### src/rtl/row_pe_minsum_gen_if.sv
// Row PE streaming bundle: one row of v2c messages in, one row of c2v messages out,
// each side with its own valid/ready handshake. Driver side = master, PE side = slave.
interface row_pe_minsum_gen_if #(
   parameter int QUAN_SIZE = 4,
   parameter int CN_DEGREE = 10,
   parameter int FRAME_BW  = 1
);
   logic [CN_DEGREE*QUAN_SIZE-1:0] v2c_in;
   logic [CN_DEGREE*QUAN_SIZE-1:0] ch_msg_in;
   logic                           v2c_src;
   logic [FRAME_BW-1:0]            in_frame_id;
   logic                           in_valid;
   logic                           in_ready;
   logic [CN_DEGREE*QUAN_SIZE-1:0] c2v_out;
   logic                           parity_out;
   logic [FRAME_BW-1:0]            out_frame_id;
   logic                           out_valid;
   logic                           out_ready;

   modport master (
      output v2c_in, ch_msg_in, v2c_src, in_frame_id, in_valid, out_ready,
      input  in_ready, c2v_out, parity_out, out_frame_id, out_valid
   );

   modport slave (
      input  v2c_in, ch_msg_in, v2c_src, in_frame_id, in_valid, out_ready,
      output in_ready, c2v_out, parity_out, out_frame_id, out_valid
   );
endinterface

### src/rtl/row_pe_minsum_gen.sv
// Offset min-sum check-node row PE, 3-stage valid/ready pipeline with frame tag and parity.
// Optional unsatisfied-check counter is compiled in when ROW_PE_UNSAT_CNT_EN is defined.
module row_pe_minsum_gen #(
   parameter int QUAN_SIZE       = 4,
   parameter int CN_DEGREE       = 10,
   parameter int OFFSET          = 0,
   parameter int MULTI_FRAME_NUM = 2
) (
   input  logic                 read_clk,
   input  logic                 rstn,
   row_pe_minsum_gen_if.slave   bus
`ifdef ROW_PE_UNSAT_CNT_EN
   ,
   output logic [15:0]          unsat_cnt,
   input  logic                 unsat_clr
`endif
);
   localparam int FRAME_BW = (MULTI_FRAME_NUM > 1) ? $clog2(MULTI_FRAME_NUM) : 1;
   localparam int MAG_W    = QUAN_SIZE - 1;
   localparam int IDX_BW   = $clog2(CN_DEGREE);
   localparam int W        = CN_DEGREE * QUAN_SIZE;
   localparam logic [MAG_W-1:0] OFF_M   = MAG_W'(OFFSET);
   localparam logic [MAG_W-1:0] MAG_MAX = '1;

   // Stage 1: muxed input row
   logic                 s1_valid_q;
   logic [W-1:0]         s1_msg_q, s1_msg_d;
   logic [FRAME_BW-1:0]  s1_frame_q;

   // Stage 2: min-sum reduction results
   logic                 s2_valid_q;
   logic                 s2_sgn_q, s2_sgn_d;
   logic [CN_DEGREE-1:0] s2_sign_q, s2_sign_d;
   logic [MAG_W-1:0]     s2_min1_q, s2_min1_d;
   logic [MAG_W-1:0]     s2_min2_q, s2_min2_d;
   logic [IDX_BW-1:0]    s2_idx1_q, s2_idx1_d;
   logic [FRAME_BW-1:0]  s2_frame_q;

   // Stage 3: output lanes
   logic                 out_valid_q;
   logic [W-1:0]         c2v_q, c2v_d;
   logic                 parity_q;
   logic [FRAME_BW-1:0]  out_frame_q;

   logic                 adv;
   logic [MAG_W-1:0]     s1_mag [CN_DEGREE];

   // A stalled output freezes the whole pipeline; bubbles are squeezed only at the output.
   assign adv          = !out_valid_q || bus.out_ready;
   assign bus.in_ready = adv && rstn;

   assign s1_msg_d = bus.v2c_src ? bus.ch_msg_in : bus.v2c_in;

   genvar gi;
   generate
      for (gi = 0; gi < CN_DEGREE; gi++) begin : g_split
         assign s1_mag[gi]    = s1_msg_q[gi*QUAN_SIZE +: MAG_W];
         assign s2_sign_d[gi] = s1_msg_q[gi*QUAN_SIZE + QUAN_SIZE - 1];
      end
   endgenerate

   assign s2_sgn_d = ^s2_sign_d;

   // Strict less-than keeps idx1 on the lowest lane and lets a duplicate land in min2.
   always_comb begin
      s2_min1_d = MAG_MAX;
      s2_min2_d = MAG_MAX;
      s2_idx1_d = '0;
      for (int i = 0; i < CN_DEGREE; i++) begin
         if (s1_mag[i] < s2_min1_d) begin
            s2_min2_d = s2_min1_d;
            s2_min1_d = s1_mag[i];
            s2_idx1_d = IDX_BW'(i);
         end else if (s1_mag[i] < s2_min2_d) begin
            s2_min2_d = s1_mag[i];
         end
      end
   end

   generate
      for (gi = 0; gi < CN_DEGREE; gi++) begin : g_lane
         localparam logic [IDX_BW-1:0] LANE = IDX_BW'(gi);
         logic [MAG_W-1:0] m_sel;
         logic [MAG_W-1:0] m_off;
         assign m_sel = (s2_idx1_q == LANE) ? s2_min2_q : s2_min1_q;
         assign m_off = (m_sel > OFF_M) ? (m_sel - OFF_M) : '0;
         // Zero magnitude is always emitted as positive zero.
         assign c2v_d[gi*QUAN_SIZE +: QUAN_SIZE] =
            (m_off == '0) ? '0 : {s2_sgn_q ^ s2_sign_q[gi], m_off};
      end
   endgenerate

   always_ff @(posedge read_clk) begin
      if (!rstn) begin
         s1_valid_q  <= 1'b0;
         s1_msg_q    <= '0;
         s1_frame_q  <= '0;
         s2_valid_q  <= 1'b0;
         s2_sgn_q    <= 1'b0;
         s2_sign_q   <= '0;
         s2_min1_q   <= '0;
         s2_min2_q   <= '0;
         s2_idx1_q   <= '0;
         s2_frame_q  <= '0;
         out_valid_q <= 1'b0;
         c2v_q       <= '0;
         parity_q    <= 1'b0;
         out_frame_q <= '0;
      end else if (adv) begin
         s1_valid_q  <= bus.in_valid;
         s1_msg_q    <= s1_msg_d;
         s1_frame_q  <= bus.in_frame_id;
         s2_valid_q  <= s1_valid_q;
         s2_sgn_q    <= s2_sgn_d;
         s2_sign_q   <= s2_sign_d;
         s2_min1_q   <= s2_min1_d;
         s2_min2_q   <= s2_min2_d;
         s2_idx1_q   <= s2_idx1_d;
         s2_frame_q  <= s1_frame_q;
         out_valid_q <= s2_valid_q;
         c2v_q       <= c2v_d;
         parity_q    <= s2_sgn_q;
         out_frame_q <= s2_frame_q;
      end
   end

   assign bus.out_valid    = out_valid_q;
   assign bus.c2v_out      = c2v_q;
   assign bus.parity_out   = parity_q;
   assign bus.out_frame_id = out_frame_q;

`ifdef ROW_PE_UNSAT_CNT_EN
   logic [15:0] unsat_q, unsat_d;

   always_comb begin
      unsat_d = unsat_q;
      if (unsat_clr) begin
         unsat_d = '0;
      end else if (out_valid_q && bus.out_ready && parity_q && (unsat_q != 16'hFFFF)) begin
         unsat_d = unsat_q + 16'd1;
      end
   end

   always_ff @(posedge read_clk) begin
      if (!rstn) begin
         unsat_q <= '0;
      end else begin
         unsat_q <= unsat_d;
      end
   end

   assign unsat_cnt = unsat_q;
`endif
endmodule

### src/flat_wrapper.sv
// flat-port wrapper written by rule: the top's interface ports become plain ports
module row_pe_minsum_gen_flat 
#(
   parameter int QUAN_SIZE       = 4,
   parameter int CN_DEGREE       = 10,
   parameter int OFFSET          = 0,
   parameter int MULTI_FRAME_NUM = 2
)
  (read_clk, rstn, bus_v2c_in, bus_ch_msg_in, bus_v2c_src, bus_in_frame_id, bus_in_valid, bus_out_ready, bus_in_ready, bus_c2v_out, bus_parity_out, bus_out_frame_id, bus_out_valid);
  row_pe_minsum_gen_if #(.QUAN_SIZE(QUAN_SIZE), .CN_DEGREE(CN_DEGREE), .FRAME_BW(1)) bus_i ();
  input  logic read_clk;
  input  logic rstn;
  input wire logic [$bits(bus_i.v2c_in)-1:0] bus_v2c_in;
  input wire logic [$bits(bus_i.ch_msg_in)-1:0] bus_ch_msg_in;
  input wire logic [$bits(bus_i.v2c_src)-1:0] bus_v2c_src;
  input wire logic [$bits(bus_i.in_frame_id)-1:0] bus_in_frame_id;
  input wire logic [$bits(bus_i.in_valid)-1:0] bus_in_valid;
  input wire logic [$bits(bus_i.out_ready)-1:0] bus_out_ready;
  output wire logic [$bits(bus_i.in_ready)-1:0] bus_in_ready;
  output wire logic [$bits(bus_i.c2v_out)-1:0] bus_c2v_out;
  output wire logic [$bits(bus_i.parity_out)-1:0] bus_parity_out;
  output wire logic [$bits(bus_i.out_frame_id)-1:0] bus_out_frame_id;
  output wire logic [$bits(bus_i.out_valid)-1:0] bus_out_valid;
  assign bus_i.v2c_in = bus_v2c_in;
  assign bus_i.ch_msg_in = bus_ch_msg_in;
  assign bus_i.v2c_src = bus_v2c_src;
  assign bus_i.in_frame_id = bus_in_frame_id;
  assign bus_i.in_valid = bus_in_valid;
  assign bus_i.out_ready = bus_out_ready;
  assign bus_in_ready = bus_i.in_ready;
  assign bus_c2v_out = bus_i.c2v_out;
  assign bus_parity_out = bus_i.parity_out;
  assign bus_out_frame_id = bus_i.out_frame_id;
  assign bus_out_valid = bus_i.out_valid;
  row_pe_minsum_gen #(.QUAN_SIZE(QUAN_SIZE), .CN_DEGREE(CN_DEGREE), .OFFSET(OFFSET), .MULTI_FRAME_NUM(MULTI_FRAME_NUM)) u_core (.read_clk(read_clk), .rstn(rstn), .bus(bus_i));
endmodule
### config.mk
export PLATFORM = sky130hd
export DESIGN_NAME = row_pe_minsum_gen_flat
export DESIGN_NICKNAME = d
export VERILOG_FILES = /design/src/rtl/row_pe_minsum_gen_if.sv /design/src/rtl/row_pe_minsum_gen.sv /design/src/flat_wrapper.sv
export SDC_FILE = /design/constraint.sdc
export NUM_CORES = 1
export LEC_CHECK = 0
export CORE_MARGIN = 2
export CORE_UTILIZATION = 55
export CTS_BUF_LIST = sky130_fd_sc_hd__clkbuf_4 sky130_fd_sc_hd__clkbuf_8
export DETAILED_ROUTE_END_ITERATION = 10
export GPL_TIMING_DRIVEN = 0
export PLACE_DENSITY = 0.82
export RECOVER_POWER = 50
export SLEW_MARGIN = 20
export SYNTH_ARGS = -nofsm -noshare
export SYNTH_HDL_FRONTEND = slang
export SYNTH_SLANG_ARGS = --single-unit
### constraint.sdc
create_clock -name read_clk -period 15.6 [get_ports read_clk]
set_clock_uncertainty 0.2 [all_clocks]
set_input_delay 2.34 -clock read_clk [delete_from_list [all_inputs] [get_ports read_clk]]
set_output_delay 2.34 -clock read_clk [all_outputs]
set_load 0.02 [all_outputs]
==> metrics.txt <==
critical path's largest stage delay=0.54 ns; die area=14200 um^2; post-route ant nets=0; Initial Util=55.6%; synth unique cells=84; setup_tns=0 ns; hold_sp=u_core.bus.out_frame_id$_SDFFE_PN0N_; busiest grt layer=met2; multiplexer share of the synthesized area=10.7%; met2 usage=45.2%; core area=13100 um^2; CTS Root Cell=clkbuf_8; Layout fillers=1095; gr ovfl total=0; DRC=0; Finish-stage setup viols=0; Max stage delay cell, worst path=a31oi_1; Worst R2R Setup Slack=2.54 ns; worst hold stages=2; largest family of logic cells by synthesized area=compound AO/OA/AOI/OAI gates; Clock Latency Late Sink=0.39 ns; fin crit share=83.7%; final hold violations=0; clk slew on worst S/H paths=0.11 ns; Crit Path Class=flip-flop to flip-flop; relative slew slack=28.6%; RR Startpoint=u_core.s1_msg_q[2]$_SDFFE_PN0N_; sequential fraction of the synthesis area=29.7%; Area Growth Syn to Fin=23.4%; reg-to-reg endpoint=u_core.s2_idx1_q[1]$_SDFFE_PN0N_; Routed wire per std cell=16.4 um; Area after DPL=8790 um^2; synth cell count leaders=nor2_1, dfxtp_1, a211oi_1; Yosys top cell area share=29.7%; post-CTS setup buffers=0; most used cell, CP=nor2_1; CTS tree=yes; Mean Syn Cell Area=8.28 um^2; chip width=119 um; Worst Setup End Kind=flip-flop; Routed Wire Length=19.6 mm; DR vias=6982; Worst EP arrival=13.20 ns; worst slew pin tran=1.06 ns; status=finished, final reports clean; Layout Nets=1151; Max Transition Viols Final=0; Yosys reg bits=108; simple-gate share of the synthesized area=16.9%; adder-cell area share of the yosys netlist=8.08%; DP HPWL=15.1 mm; Tightest Hold Check Type=flip-flop to flip-flop; IR drop worst, VDD=0.0464 mV; Hold-fix buffers, CTS=0; Synth area leaders=dfxtp_1, mux2i_1, a211oi_1; gr usage total=28.1%; startpoint types=flip-flop; fin crit period=13.06 ns; Vias per Instance=5.82; clock tree sinks=108; Multi-input gate area=4770 um^2; Gate Count Post-Synth=879; Design Power=0.00102 W; top_reg_cell synth=dfxtp_1; cell taking the most area after synthesis=dfxtp_1; layout cells sized above 1=6.26%; Clock Path Buffers=2; vias in the first global route=6745; port buffer count=128; Synthesized Nets=1012; Fmax=76.6 MHz; most numerous cell in the Yosys netlist=nor2_1; WP data required=15.73 ns; Power Density=114 nW/um^2; leak pwr=3.70 nW; FF-to-FF path depth=53; DRT Pass-1 Iters=6; async set or reset register ratio after synthesis=0%; Register Area=2160 um^2; unrepaired setup endpoints after global routing=false; Die H=119 um; DR iter-0 viols=509; synth warn=0; GP Congestion=0.901; Synth Area in XOR/XNOR=2.29%; diode count=0; Compound-Gate Fraction of Synth Area=27.3%; Resized cells post-CTS=0; max_cap viols=0; met3 Usage GRT=3.64%; initial antenna violation count=0; total CTS buffers=9; met1 Track Usage GR=39.1%; design area=8970 um^2; hold endpoint=u_core.bus.out_frame_id$_SDFFE_PN0N_; Syn Std Cell Area=7270 um^2; I/O pin cnt=130; Post-synth EDFFs=0; Rows=42; H-Tree Depth=3; first-pass GRT wire length=32.9 mm; crit-path max FO=10; largest net degree at the start of global routing=19
## power by group
| part | switching, W | internal, W | leakage [nW] |
|---|---|---|---|
| Sequential | 0.0000283 | 0.000312 | 0.891 |
| Combinational | 0.000294 | 0.000218 | 2.71 |
| Clock | 0.000105 | 0.0000641 | 0.0987 |
## area by class of cell
class / instances / area share, %
inverter: 35 / 1.46
clock buffer: 10 / 1.53
clock inverter: 6 / 0.488
sequential: 108 / 24.1
multi-input combinational: 679 / 53.2
buffer: 57 / 2.51
timing repair buffer: 128 / 14.3
tap: 176 / 2.45
## layer usage
metal  wire, um  up-vias
met3        972       28
li1           -     3475
met2       8860      202
met5          0        -
met4        471        0
met1       9350     3277
## through the flow
step	hold WS, ns	util [%]	setup WS [ns]	cells
after floorplan	0.232	-	4.70	879
after global placement	0.239	67.1	3.04	1183
after detailed placement	0.243	67.2	2.92	1183
after CTS	0.258	68.6	2.77	1199
after global routing	0.274	68.6	1.47	1199
final	0.252	68.6	2.54	1199
## how the worst max path moves through the flow
stage,cells after the start,end,startpoint,slack [ns]
after floorplan,55,u_core.s2_idx1_q[1]$_SDFFE_PN0N_,u_core.s1_msg_q[2]$_SDFFE_PN0N_,4.70
after global placement,55,u_core.s2_idx1_q[1]$_SDFFE_PN0N_,u_core.s1_msg_q[2]$_SDFFE_PN0N_,3.04
after detailed placement,55,u_core.s2_idx1_q[1]$_SDFFE_PN0N_,u_core.s1_msg_q[2]$_SDFFE_PN0N_,2.92
after CTS,55,u_core.s2_idx1_q[1]$_SDFFE_PN0N_,u_core.s1_msg_q[2]$_SDFFE_PN0N_,2.77
after global routing,55,u_core.s2_idx1_q[1]$_SDFFE_PN0N_,u_core.s1_msg_q[2]$_SDFFE_PN0N_,1.47
final,53,u_core.s2_idx1_q[1]$_SDFFE_PN0N_,u_core.s1_msg_q[2]$_SDFFE_PN0N_,2.54
## cell families (layout without fill, tap and decap cells)
kind of cell | Yosys count | after routing
fa+ha+maj | 47 | 47
buf+inv | 92 | 236
mux | 76 | 76
xor+xnor | 19 | 19
compound gates | 268 | 268
simple gates | 269 | 269
flops | 108 | 108
## cells in the final DEF, fill, tap and decap left out, drive strengths merged, types with 21 or more instances in the layout
master and count:
o21ai 21, nor2 128, ha 47, clkdlybuf4s50 84
a211oi 85, mux2i 74, dlygate4sd3 44, inv 38
nand2 73, dfxtp 108, a21oi 63, clkbuf 55
## worst max-delay path, delay by kind of cell (launching register included)
kind / cells / cell delay (ns)
compound gates: 18 / 4.99
simple gates: 20 / 3.41
fa+ha+maj: 9 / 2.64
mux: 3 / 1.08
flops: 1 / 0.39
buf+inv: 3 / 0.31
## registers in the layout, indices dropped and copies added (netlist names), 3 cells and up
register            flops
u_core.bus.c2v_out     40
u_core.s2_min2_q        3
u_core.s2_sign_q       10
u_core.s1_msg_q        40
u_core.s2_idx1_q        4
u_core.s2_min1_q        3
(Power assumes the default switching activity.)
